--- src/rtl/prio_arb_rr_if.sv ---
// Request/grant bundle between requesters, the arbiter and the grant consumer.
// master = arbiter side (drives the grant), slave = requester/consumer side.
interface prio_arb_rr_if #(
  parameter int N = 8
);
  localparam int IDX_W = $clog2(N);

  logic [N-1:0]     req;
  logic             gnt_ready;
  logic             gnt_valid;
  logic [IDX_W-1:0] gnt_idx;
  logic [N-1:0]     gnt_onehot;

  modport master (
    input  req,
    input  gnt_ready,
    output gnt_valid,
    output gnt_idx,
    output gnt_onehot
  );

  modport slave (
    output req,
    output gnt_ready,
    input  gnt_valid,
    input  gnt_idx,
    input  gnt_onehot
  );
endinterface

--- src/rtl/prio_arb_rr.sv ---
// Registered N-way arbiter: fixed priority (MODE 0, highest index) or round-robin (MODE 1).
// Latency 1 clk req->grant; grant held until gnt_ready, then re-arbitrated on the same edge.
module prio_arb_rr #(
  parameter int N    = 8,
  parameter int MODE = 0
) (
  input  logic          clk,
  input  logic          rst_n,
  prio_arb_rr_if.master bus
);
  localparam int IDX_W = $clog2(N);

  typedef enum logic {IDLE, GRANT} state_t;

  state_t           state_q, state_d;
  logic             vld_q, vld_d;
  logic [IDX_W-1:0] idx_q, idx_d;
  logic [N-1:0]     oh_q, oh_d;
  logic [IDX_W-1:0] ptr_q, ptr_d;

  logic             handshake;
  logic [IDX_W-1:0] ptr_rot;
  logic [IDX_W-1:0] sel_ptr;
  logic [2*N-1:0]   req2;
  logic             win_vld;
  logic [IDX_W-1:0] win_idx;

  assign handshake = (state_q == GRANT) && bus.gnt_ready;
  // Just-granted requester becomes lowest priority: scan restarts one below it.
  assign ptr_rot   = (idx_q == '0) ? IDX_W'(N - 1) : idx_q - IDX_W'(1);
  assign sel_ptr   = handshake ? ptr_rot : ptr_q;
  assign req2      = {bus.req, bus.req};

  always_comb begin
    win_vld = |bus.req;
    win_idx = '0;
    if (MODE == 0) begin
      for (int i = 0; i < N; i++) begin
        if (bus.req[i]) win_idx = IDX_W'(i);
      end
    end else begin
      // Window (sel_ptr, sel_ptr+N] of the doubled vector: highest hit is the
      // first requester found scanning down from sel_ptr with wrap.
      for (int j = 0; j < 2 * N; j++) begin
        if (j > int'(sel_ptr) && j <= int'(sel_ptr) + N && req2[j]) begin
          win_idx = IDX_W'(j % N);
        end
      end
    end
  end

  always_comb begin
    state_d = state_q;
    vld_d   = vld_q;
    idx_d   = idx_q;
    oh_d    = oh_q;
    ptr_d   = ptr_q;
    case (state_q)
      IDLE: begin
        if (win_vld) begin
          state_d = GRANT;
          vld_d   = 1'b1;
          idx_d   = win_idx;
          oh_d    = N'(1) << win_idx;
        end
      end
      GRANT: begin
        if (bus.gnt_ready) begin
          if (MODE == 1) ptr_d = ptr_rot;
          if (win_vld) begin
            idx_d = win_idx;
            oh_d  = N'(1) << win_idx;
          end else begin
            state_d = IDLE;
            vld_d   = 1'b0;
            oh_d    = '0;
          end
        end
      end
      default: begin
        state_d = IDLE;
        vld_d   = 1'b0;
        oh_d    = '0;
      end
    endcase
  end

  always_ff @(posedge clk or negedge rst_n) begin
    if (!rst_n) begin
      state_q <= IDLE;
      vld_q   <= 1'b0;
      idx_q   <= '0;
      oh_q    <= '0;
      ptr_q   <= IDX_W'(N - 1);
    end else begin
      state_q <= state_d;
      vld_q   <= vld_d;
      idx_q   <= idx_d;
      oh_q    <= oh_d;
      ptr_q   <= ptr_d;
    end
  end

  assign bus.gnt_valid  = vld_q;
  assign bus.gnt_idx    = idx_q;
  assign bus.gnt_onehot = oh_q;

  a_onehot0 : assert property (@(posedge clk) disable iff (!rst_n) $onehot0(oh_q));
  a_oh_zero_when_idle : assert property (@(posedge clk) disable iff (!rst_n)
    !vld_q |-> (oh_q == '0));
  a_ready_ignored_idle : assert property (@(posedge clk) disable iff (!rst_n)
    !vld_q |=> $stable(ptr_q));
endmodule

--- src/flat_wrapper.sv ---
// flat-port wrapper written by rule: the top's interface ports become plain ports
module prio_arb_rr_flat 
#(
  parameter int N    = 8,
  parameter int MODE = 0
)
  (clk, rst_n, bus_req, bus_gnt_ready, bus_gnt_valid, bus_gnt_idx, bus_gnt_onehot);
  prio_arb_rr_if #(.N(N)) bus_i ();
  input  logic clk;
  input  logic rst_n;
  input wire logic [$bits(bus_i.req)-1:0] bus_req;
  input wire logic [$bits(bus_i.gnt_ready)-1:0] bus_gnt_ready;
  output wire logic [$bits(bus_i.gnt_valid)-1:0] bus_gnt_valid;
  output wire logic [$bits(bus_i.gnt_idx)-1:0] bus_gnt_idx;
  output wire logic [$bits(bus_i.gnt_onehot)-1:0] bus_gnt_onehot;
  assign bus_i.req = bus_req;
  assign bus_i.gnt_ready = bus_gnt_ready;
  assign bus_gnt_valid = bus_i.gnt_valid;
  assign bus_gnt_idx = bus_i.gnt_idx;
  assign bus_gnt_onehot = bus_i.gnt_onehot;
  prio_arb_rr #(.N(N), .MODE(MODE)) u_core (.clk(clk), .rst_n(rst_n), .bus(bus_i));
endmodule
--- config.mk ---
export PLATFORM = sky130hd
export DESIGN_NAME = prio_arb_rr_flat
export DESIGN_NICKNAME = d
export VERILOG_FILES = /design/src/rtl/prio_arb_rr_if.sv /design/src/rtl/prio_arb_rr.sv /design/src/flat_wrapper.sv
export SDC_FILE = /design/constraint.sdc
export NUM_CORES = 1
export LEC_CHECK = 0
export ABC_AREA = 0
export BUFFER_PORTS_ARGS = -buffer_cell sky130_fd_sc_hd__clkbuf_2
export CORE_AREA = 2 2 39 41
export DETAILED_ROUTE_END_ITERATION = 10
export DIE_AREA = 0 0 41 43
export GPL_ROUTABILITY_DRIVEN = 0
export HOLD_SLACK_MARGIN = 0.05
export PLACE_DENSITY_LB_ADDON = 0.08
export SLEW_MARGIN = 20
export SYNTH_ARGS = -nofsm -noshare
export SYNTH_HDL_FRONTEND = slang
export SYNTH_SLANG_ARGS = --single-unit
--- constraint.sdc ---
create_clock -name clk -period 1.6 [get_ports clk]
set_input_delay 0 -clock clk [delete_from_list [all_inputs] [get_ports clk]]
set_output_delay 0 -clock clk [all_outputs]
set_load 0.005 [all_outputs]
==> flow_summary_export.csv <==
group,metric,value,unit
grt,grt_pass1_vias,511,
floorplanning,coreArea,1384,µm²
timing,fin_crit,1.520,ns
setup_path,cp_data_arrival_time,1.74,ns
clock_tree,insertion_delay,0.30,ns
power_and_ir_drop,p_comb_share,16.6,%
setup_path,worstSetupStartpoint,"bus_req[6]",
setup_path,crit_fanout,8,
route,dr.pass1.iters,4,
clock_tree,htree_num_levels,1,
clock_tree,cts_buffer_depth,2,
timing,final_max_slew_viol_count,0,
setup_path,timing.rr.start,"u_core.state_q",
cells_and_area,area_delta_synth_final,33.20,%
floorplanning,ios,23,
route,vias,568,
grt,met3_usage,6.283,%
cells_and_area,drive_gt1_share,41.67,%
placement,numPortBuffers,22,
power_and_ir_drop,p_leak,0.4139,nW
route,drt_wl_total,1.508,mm
grt,grt_pass1_wl,2.249,mm
timing,fmax,658.0,MHz
min_path,hp-start,"bus_gnt_ready",
power_and_ir_drop,seqPwrFrac,51.7,%
yosys,synth_edf_count,0,
timing,clock-skew-final,0.01603,ns
yosys,ys_seq_area_share,51.69,%
cells_and_area,diodes,0,
floorplanning,rows,14,
cells_and_area,multi_input_area,291.5,µm²
clock_tree,clk_pin_slew_worst_paths,0.09,ns
floorplanning,initial_core_util,45.48,%
timing,slew_headroom,74.07,%
yosys,synth_top_area_cell,"dfrtp_1",
placement,post_dp_cell_area,755.7,µm²
flow_run,max-cap-violations,0,
grt,met1_usage,23.99,%
yosys,synth_seq_cells,13,
setup_path,worst-setup-path-type,"input port to register",
cells_and_area,stdcell_area,838.3,µm²
timing,worstMarginPinSlew,0.3889,ns
power_and_ir_drop,switching_share,27.71,%
yosys,synthTopCellsByCount,"13 x dfrtp_1, 4 x a22o_1, 3 x a21oi_1, 3 x a32o_2, 3 x nor2_1",
route,ant_nets,0,
power_and_ir_drop,p_int,0.4984,mW
placement,dpl.hpwl,1.105,mm
clock_tree,clock_sinks,13,
setup_path,reg2regPathDepth,3,
setup_path,endpoint,"u_core.bus.gnt_onehot[2]",
setup_path,critPathCaptureType,"register",
power_and_ir_drop,power_density,822.5,nW/µm²
yosys,ys_warn_count,0,
cells_and_area,fillCellCount,119,
timing,setup_tns,0,ns
clock_tree,cts_buffers,3,
power_and_ir_drop,ir_drop,472.1,µV
route,drc,0,
yosys,synthDistinctLibCells,25,
yosys,synth_area_leaders,"dfrtp_1 52%, a22o_1 5.6%, a32o_2 5.4%",
yosys,synthMostInstantiatedCell,"dfrtp_1",
route,detail_route.vias_per_cell,5.680,
route,drt-initial-drc-count,11,
yosys,synth_ff_type,"dfrtp_1",
timing,finalCritPeriodShare,94.99,%
cells_and_area,layout.nets,96,
timing,rsz0062_at_grt,"no",
setup_path,timing.rr.end,"u_core.bus.gnt_onehot[6]",
timing,hold_viol,0,
grt,grtUsageTotal,20.29,%
grt,antenna_found_initial,0,
min_path,min-delay-path-class,"input port to register",
floorplanning,die_x,41,µm
floorplanning,die_h,43,µm
power_and_ir_drop,pwr-share-clk,31.7,%
setup_path,r2r_slack,0.24,ns
yosys,syn-num-nets,64,
grt,grt_max_degree,14,
setup_path,cp.required,1.82,ns
timing,finalSetupViolations,0,
clock_tree,post-cts-setup-buffers,0,
yosys,synth_top_area_share,51.69,%
power_and_ir_drop,p_sw,0.1911,mW
route,wire_per_inst,15.08,µm
run_status,status,"finished, final reports clean",
cells_and_area,seqCellArea,325.3,µm²
setup_path,crit_path_start_kind,"input port",
yosys,syn-mean-instance-area,11.87,µm²
grt,use_met2,30.63,%
yosys,async_flop_share,100.0,%
grt,overflow,0,
clock_tree,cts-root-buf,"clkbuf_4",
yosys,synth_area,629.4,µm²
yosys,syn_inst,53,
floorplanning,die_area,1763,µm²
clock_tree,cts_tree,"built",
grt,busiest_layer,"met2",
## routing by layer
metal	wire, µm	vias to the layer above	part of all wire, %
li1	-	275	-
met3	71	4	4.7
met5	0	-	0
met4	31	0	2.1
met2	761	12	50
met1	644	277	43
## critical path, stage by stage
cell and delay (ns):
dlygate4sd3_1 0.53, clkbuf_2 0.15, or4_4 0.52, o31ai_4 0.35, a22o_1 0.19
## state kept, by name, indices dropped and copies added (netlist names)
register,flops
u_core.bus.gnt_idx,3
u_core.bus.gnt_onehot,8
u_core.bus.gnt_valid,1
u_core.state_q,1
## area by class of cell
class / instances / area share (%)
sequential: 13 / 38.81
inverter: 2 / 0.8955
multi-input combinational: 37 / 34.78
timing repair buffer: 28 / 20.00
clock buffer: 4 / 3.134
tap: 16 / 2.388
## worst min-delay path by stage
stage	end	slack, ns	cells after the start
after floorplan	u_core.bus.gnt_idx[0]	-0.30	0
after global placement	u_core.state_q	-0.1	1
after detailed placement	u_core.bus.gnt_valid	-0.09	1
after CTS	u_core.bus.gnt_onehot[5]	0.06	2
after global routing	u_core.bus.gnt_onehot[5]	0.07	2
final	u_core.bus.gnt_valid	0.06	4
## cell usage in the layout, fill, tap and decap left out, types with 2 or more instances in the layout
master / Yosys / layout
clkbuf_2: 0 / 22
dfrtp_1: 13 / 13
dlygate4sd3_1: 0 / 5
a22o_1: 4 / 4
nor2_1: 3 / 3
a21oi_1: 3 / 3
a32o_2: 3 / 3
clkbuf_4: 0 / 3
o31ai_1: 2 / 2
or4_4: 2 / 2
a211oi_1: 2 / 2
o2bb2ai_1: 2 / 2
o21ai_0: 2 / 2
inv_1: 2 / 2
## power by group through the flow
| stage | Combinational (mW) | Clock, mW | Sequential (mW) |
|---|---|---|---|
| after global placement | 0.103 | 0 | 0.362 |
| after detailed placement | 0.104 | 0 | 0.363 |
| after floorplan | 0.0508 | 0 | 0.363 |
| final | 0.114 | 0.219 | 0.356 |
| after CTS | 0.114 | 0.222 | 0.357 |
| after global routing | 0.126 | 0.235 | 0.359 |
## cell families (layout without fill, tap and decap cells)
logic type / Yosys count / after routing / synth area share (%)
flip-flops: 13 / 13 / 51.69
AO/OA/AOI/OAI: 22 / 22 / 29.82
buffers and inverters: 3 / 34 / 2.982
AND/OR/NAND/NOR: 15 / 15 / 15.51
## stage by stage
| stage | cells | setup WS, ns | hold WS (ns) | utilization, % | total power [mW] |
|---|---|---|---|---|---|
| after floorplan | 53 | 0.4749 | -0.2956 | - | 0.4137 |
| after global placement | 91 | 0.2348 | -0.09510 | 54.61 | 0.4655 |
| after detailed placement | 91 | 0.2504 | -0.09184 | 54.61 | 0.4675 |
| after CTS | 100 | 0.04107 | 0.06004 | 60.13 | 0.6922 |
| after global routing | 100 | 0.03708 | 0.07171 | 60.58 | 0.7199 |
| final | 100 | 0.08020 | 0.05594 | 60.58 | 0.6895 |
## timing repair
action	4_1_cts	5_1_grt
gates resized for setup	0	1
hold endpoints to repair	16	0
setup endpoints to repair	0	1
hold buffers	5	0
Power figures use the tool's default switching activity.
